## src/rtl/fetch_unit.sv

```systemverilog
// fetch_unit: instruction fetch stage.
// Owns the program counter, presents the word address to the instruction
// cache controller, captures returned words into an in-order queue for
// decode, and handles branch redirect, including squashing an in-flight miss.
// Optional feature macro: FETCH_PERF_EN adds perf_miss_cycles/perf_fetched.
module fetch_unit #(
  parameter int          QDEPTH   = 4,
  parameter logic [15:0] RESET_PC = 16'h0000
) (
  input  logic                      clk,
  input  logic                      rst,
  output logic [15:0]               i_addr,
  input  logic [15:0]               instr,
  input  logic                      instr_rdy,
  input  logic                      redirect,
  input  logic [15:0]               redirect_pc,
  input  logic                      halt,
  output logic [15:0]               dec_instr,
  output logic [15:0]               dec_pc,
  output logic                      dec_valid,
  input  logic                      dec_ready,
`ifdef FETCH_PERF_EN
  output logic [15:0]               perf_miss_cycles,
  output logic [15:0]               perf_fetched,
`endif
  output logic [$clog2(QDEPTH):0]   q_count
);

  localparam int PW = $clog2(QDEPTH);
  localparam int CW = PW + 1;
  localparam logic [CW-1:0] QFULL = CW'(QDEPTH);

  typedef enum logic {
    RUN    = 1'b0,
    SQUASH = 1'b1
  } state_t;

  state_t          state_q, state_d;
  logic [15:0]     pc_q, pc_d;
  logic [15:0]     tgt_q, tgt_d;
  logic [PW-1:0]   rd_ptr_q, rd_ptr_d;
  logic [PW-1:0]   wr_ptr_q, wr_ptr_d;
  logic [CW-1:0]   count_q, count_d;

  logic            head_valid_s;
  logic            pop_s;
  logic            push_s;

  // Queue storage: instruction word and its PC per entry, never reset.
  logic [15:0]     mem_instr [QDEPTH];
  logic [15:0]     mem_pc    [QDEPTH];

  // Next-state logic: FSM, PC, redirect target and queue pointers.
  always_comb begin
    state_d  = state_q;
    pc_d     = pc_q;
    tgt_d    = tgt_q;
    rd_ptr_d = rd_ptr_q;
    wr_ptr_d = wr_ptr_q;
    count_d  = count_q;
    push_s   = 1'b0;

    // Redirect hides the head so decode can never pop an entry being flushed.
    head_valid_s = (count_q != {CW{1'b0}}) && !redirect;
    pop_s        = head_valid_s && dec_ready;

    case (state_q)
      RUN: begin
        if (redirect) begin
          if (instr_rdy) begin
            pc_d = redirect_pc;
          end else begin
            // A miss is in flight: keep the address steady until the fill.
            tgt_d   = redirect_pc;
            state_d = SQUASH;
          end
        end else begin
          if (instr_rdy && !halt && ((count_q < QFULL) || pop_s)) begin
            push_s = 1'b1;
            pc_d   = pc_q + 16'd1;
          end else begin
            push_s = 1'b0;
          end
        end
      end
      SQUASH: begin
        if (redirect) begin
          tgt_d = redirect_pc;
        end else if (instr_rdy) begin
          // Fill word for the abandoned address is discarded here.
          pc_d    = tgt_q;
          state_d = RUN;
        end else begin
          state_d = SQUASH;
        end
      end
      default: begin
        state_d = RUN;
      end
    endcase

    if (redirect) begin
      rd_ptr_d = {PW{1'b0}};
      wr_ptr_d = {PW{1'b0}};
      count_d  = {CW{1'b0}};
    end else begin
      if (push_s) begin
        wr_ptr_d = wr_ptr_q + PW'(1);
      end else begin
        wr_ptr_d = wr_ptr_q;
      end
      if (pop_s) begin
        rd_ptr_d = rd_ptr_q + PW'(1);
      end else begin
        rd_ptr_d = rd_ptr_q;
      end
      if (push_s && !pop_s) begin
        count_d = count_q + CW'(1);
      end else if (pop_s && !push_s) begin
        count_d = count_q - CW'(1);
      end else begin
        count_d = count_q;
      end
    end
  end

  // State, PC and queue-control registers.
  always_ff @(posedge clk or posedge rst) begin
    if (rst) begin
      state_q  <= RUN;
      pc_q     <= RESET_PC;
      tgt_q    <= 16'h0000;
      rd_ptr_q <= {PW{1'b0}};
      wr_ptr_q <= {PW{1'b0}};
      count_q  <= {CW{1'b0}};
    end else begin
      state_q  <= state_d;
      pc_q     <= pc_d;
      tgt_q    <= tgt_d;
      rd_ptr_q <= rd_ptr_d;
      wr_ptr_q <= wr_ptr_d;
      count_q  <= count_d;
    end
  end

  // Queue storage write on capture.
  always_ff @(posedge clk) begin
    if (push_s) begin
      mem_instr[wr_ptr_q] <= instr;
      mem_pc[wr_ptr_q]    <= pc_q;
    end
  end

  // Output drive: address straight from the PC register, head zeroed when invalid.
  always_comb begin
    i_addr    = pc_q;
    q_count   = count_q;
    dec_valid = head_valid_s;
    if (head_valid_s) begin
      dec_instr = mem_instr[rd_ptr_q];
      dec_pc    = mem_pc[rd_ptr_q];
    end else begin
      dec_instr = 16'h0000;
      dec_pc    = 16'h0000;
    end
  end

`ifdef FETCH_PERF_EN
  logic [15:0] miss_q, miss_d;
  logic [15:0] fet_q, fet_d;

  // Performance counter next values: saturating miss cycles, wrapping captures.
  always_comb begin
    miss_d = miss_q;
    fet_d  = fet_q;
    if (!instr_rdy && (miss_q != 16'hFFFF)) begin
      miss_d = miss_q + 16'd1;
    end else begin
      miss_d = miss_q;
    end
    if (push_s) begin
      fet_d = fet_q + 16'd1;
    end else begin
      fet_d = fet_q;
    end
  end

  // Performance counter registers.
  always_ff @(posedge clk or posedge rst) begin
    if (rst) begin
      miss_q <= 16'h0000;
      fet_q  <= 16'h0000;
    end else begin
      miss_q <= miss_d;
      fet_q  <= fet_d;
    end
  end

  assign perf_miss_cycles = miss_q;
  assign perf_fetched     = fet_q;
`else
`endif

endmodule

```

## config.mk

```make
export PLATFORM = sky130hd
export DESIGN_NAME = fetch_unit
export DESIGN_NICKNAME = d
export VERILOG_FILES = /design/src/rtl/fetch_unit.sv
export SDC_FILE = /design/constraint.sdc
export NUM_CORES = 1
export LEC_CHECK = 0
export CAP_MARGIN = 40
export CORE_MARGIN = 2
export CORE_UTILIZATION = 50
export DETAILED_ROUTE_END_ITERATION = 7
export HOLD_SLACK_MARGIN = 0.02
export PLACE_DENSITY = 0.76
export REMOVE_ABC_BUFFERS = 1
export SYNTH_ARGS = -nofsm -noshare
export SYNTH_HDL_FRONTEND = slang
export SYNTH_SLANG_ARGS = --single-unit
```

## constraint.sdc

```tcl
create_clock -name clk -period 2.6 [get_ports clk]
set_clock_uncertainty 0.2 [all_clocks]
set_input_delay 0.52 -clock clk [delete_from_list [all_inputs] [get_ports clk]]
set_output_delay 0.52 -clock clk [all_outputs]
set_load 0.005 [all_outputs]
```

==> flow_metrics.py <==
metrics = {
    "status": {
        "status": "finished with violations",
        "failed_checks": "negative setup slack",
    },
    "place": {
        "port_buffers": 89,
        "hpwl_um": 9240,
        "placed_area_mm2": 0.00857,
        "dp_slack_ps": -437,
        "routabilityCongestion": 0.790,
        "place_inst": 749,
    },
    "cells_and_area": {
        "diodes": 0,
        "final_util_pct": 68.7,
        "layout_commonest_cell": "edfxtp_1",
        "mostFrequentLayoutCells": "edfxtp_1 (128), clkdlybuf4s50_1 (56), buf_4 (44)",
        "syn2layout_area_growth_pct": 33.4,
        "multi_input_area_mm2": 0.00223,
        "final_nets": 663,
        "layout-drive-gt1-share_pct": 34.0,
        "register_area_mm2": 0.00485,
        "stdcell_area_mm2": 0.00957,
        "fill_cells": 950,
        "fin_cells": 812,
    },
    "pwr": {
        "intPower_mw": 5.52,
        "p_sw_share_pct": 25.1,
        "max-vdd-ir-drop_v": 0.000411,
        "total_power_mw": 7.36,
        "power_density_mw_per_mm2": 770,
        "netSwitchingPower_mw": 1.85,
        "power.share.clock_pct": 32.4,
        "leakage_nw": 3.53,
        "pwr-share-seq_pct": 44.9,
        "combPwrFrac_pct": 22.7,
    },
    "worst_hold_path": {
        "hold_path.class": "reg -> reg",
        "hold_depth": 2,
    },
    "clock_tree": {
        "cts_hold_buf": 0,
        "root_buffer": "clkbuf_16",
        "clockBufferDepth": 2,
        "cts_sinks": 168,
        "cts_tree": "built",
        "clk_pin_slew_ps": 60,
        "clk_latency_ps": 430,
        "cts_htree_levels": 4,
        "numCtsBuffers": 17,
    },
    "sta": {
        "report.final.hold_viol_count": 0,
        "min_period_ps": 2670,
        "timing_worst_slew_pin_value_ps": 530,
        "setup_slack_ps": -74.1,
        "slew_headroom_pct": 64.6,
        "setup_viol": 23,
        "fmax_ghz": 0.374,
        "rsz0062_at_grt": "true",
        "min_period_over_period_pct": 103,
        "drv_slew": 0,
    },
    "synthesis": {
        "synth_top_area_cell": "edfxtp_1",
        "yosysWarnings": 0,
        "ys_seq_area_share_pct": 67.5,
        "yosys-top-cells-area": "edfxtp_1 (54%), dfrtp_1 (14%), mux4_2 (10%)",
        "syn_area_mm2": 0.00718,
        "async_reset_ff_share_pct": 23.8,
        "synthCells": 465,
        "ys_types": 50,
        "syn_area_per_cell_um2": 15.4,
        "ys.flop_type": "edfxtp_1",
        "synth.top_cell.area_share_pct": 53.6,
        "synth_edf_count": 128,
        "ys_seq_elements": 168,
    },
    "global_route": {
        "grt_pass1_wl_um": 24600,
        "grt_max_degree": 41,
        "grt_pass1_vias": 4625,
        "antenna_found_initial": 0,
        "overflow": 0,
        "track_usage_pct": 22.0,
    },
    "floorplan": {
        "coreArea_mm2": 0.0139,
        "io_pins": 90,
        "rows": 43,
        "dieArea_mm2": 0.0153,
        "die_height_um": 124,
        "die_w_um": 124,
        "start_util_pct": 51.5,
    },
    "critical_path": {
        "ff2ff_path_depth": 6,
        "worstPathRequired_ps": 1880,
        "cp-end-kind": "output pin",
        "worstPathArrival_ps": 1950,
        "crit_fanout": 6,
        "critPathLaunchType": "register",
        "critical_path_class": "reg -> out",
    },
    "detailed_routing": {
        "via_per_inst": 5.53,
        "dr_wl_met2_um": 8180,
        "top_layer": "met4",
        "drc_errors": 0,
        "wl_um": 15700,
        "drt_iter0_drc": 296,
        "num_vias": 4494,
        "avgRoutedWirePerCell_um": 19.3,
        "antenna_left": 0,
        "dr.pass1.iters": 4,
        "wl_met3_um": 790,
        "met1_length_um": 6470,
    },
    "run": {
        "drv_cap": 0,
    },
}
-- registers in the layout, indices dropped and copies added, names as in the netlist --
signal     cells
mem_instr     64
mem_pc        64
i_addr        16
tgt_q         16
q_count        3
rd_ptr_q       2
wr_ptr_q       2
state_q        1
-- worst paths after layout --
kind	start	endpoint	slack, ps
worst max-delay path	rd_ptr_q[0]	dec_instr[14]	-70
worst min-delay path	tgt_q[3]	tgt_q[3]	290
worst max register to register	state_q	q_count[1]	220
worst min register to register	tgt_q[3]	tgt_q[3]	290
max in group asynchronous	rst	rd_ptr_q[0]	1480
min in group asynchronous	rst	tgt_q[13]	330
-- stage by stage --
stage               setup TNS, ps  hold slack [ps]
detailed placement          -8230              272
global placement            -6930              266
CTS                         -2220              286
global route                -2110              327
finish                      -1090              286
floorplan                  -47220              250
-- metal layers --
layer | track usage, % | up-vias
met1 | 28.1 | 2266
met4 | 7.95 | 0
met5 | 0 | -
met3 | 4.30 | 23
met2 | 37.5 | 131
li1 | - | 2074
-- cells by family after synthesis --
kind of cell	after synthesis	share of synthesized area (%)
DFF	168	67.5
AOI/OAI and AO/OA	82	6.57
and+or+nand+nor	111	8.46
muxes	47	12.3
xor gates and xnor gates	8	1.08
adders and majority gates	6	1.15
buffers and inverters	43	2.88
-- cells in the mapped netlist, types with 4 or more instances --
library cell,count
nor2_1,14
ha_1,5
buf_2,7
dfrtp_1,40
mux4_2,32
clkbuf_1,13
and2_1,36
a21oi_1,33
nand3_1,8
mux2_2,12
and3_1,4
a221o_1,4
inv_1,16
o21ai_0,30
xnor2_1,7
edfxtp_1,128
nand2_1,26
or3_1,4
-- what timing repair did --
action,4_1_cts,5_1_grt
pin swaps,33,8
endpoints found under the setup margin,33,32
cloned,2,0
buffers inserted,27,6
resized for setup,164,37
-- worst max-delay path, cell delays in order, from the launching register on --
cell	delay, ps
dfrtp_2	410
buf_12	130
buf_12	120
buf_8	100
mux4_2	490
and2_4	170
buf_6	100
-- power groups by stage --
| stage | Combinational, mW | Clock (mW) | Sequential (mW) |
|---|---|---|---|
| global route | 1.81 | 2.53 | 3.33 |
| finish | 1.67 | 2.38 | 3.31 |
| CTS | 1.63 | 2.42 | 3.30 |
| floorplan | 0.553 | 0 | 3.38 |
| global placement | 1.27 | 0 | 3.33 |
| detailed placement | 1.30 | 0 | 3.35 |
-- layout make-up --
class | count | area share, %
clock buffers | 18 | 4.48
clock inverters | 14 | 1.39
inverters | 17 | 0.667
multi-input cells | 254 | 23.3
flip-flops and latches | 168 | 50.6
well taps | 180 | 2.35
repair buffers | 161 | 17.1
Note: power is estimated with default switching activity, not from simulation.
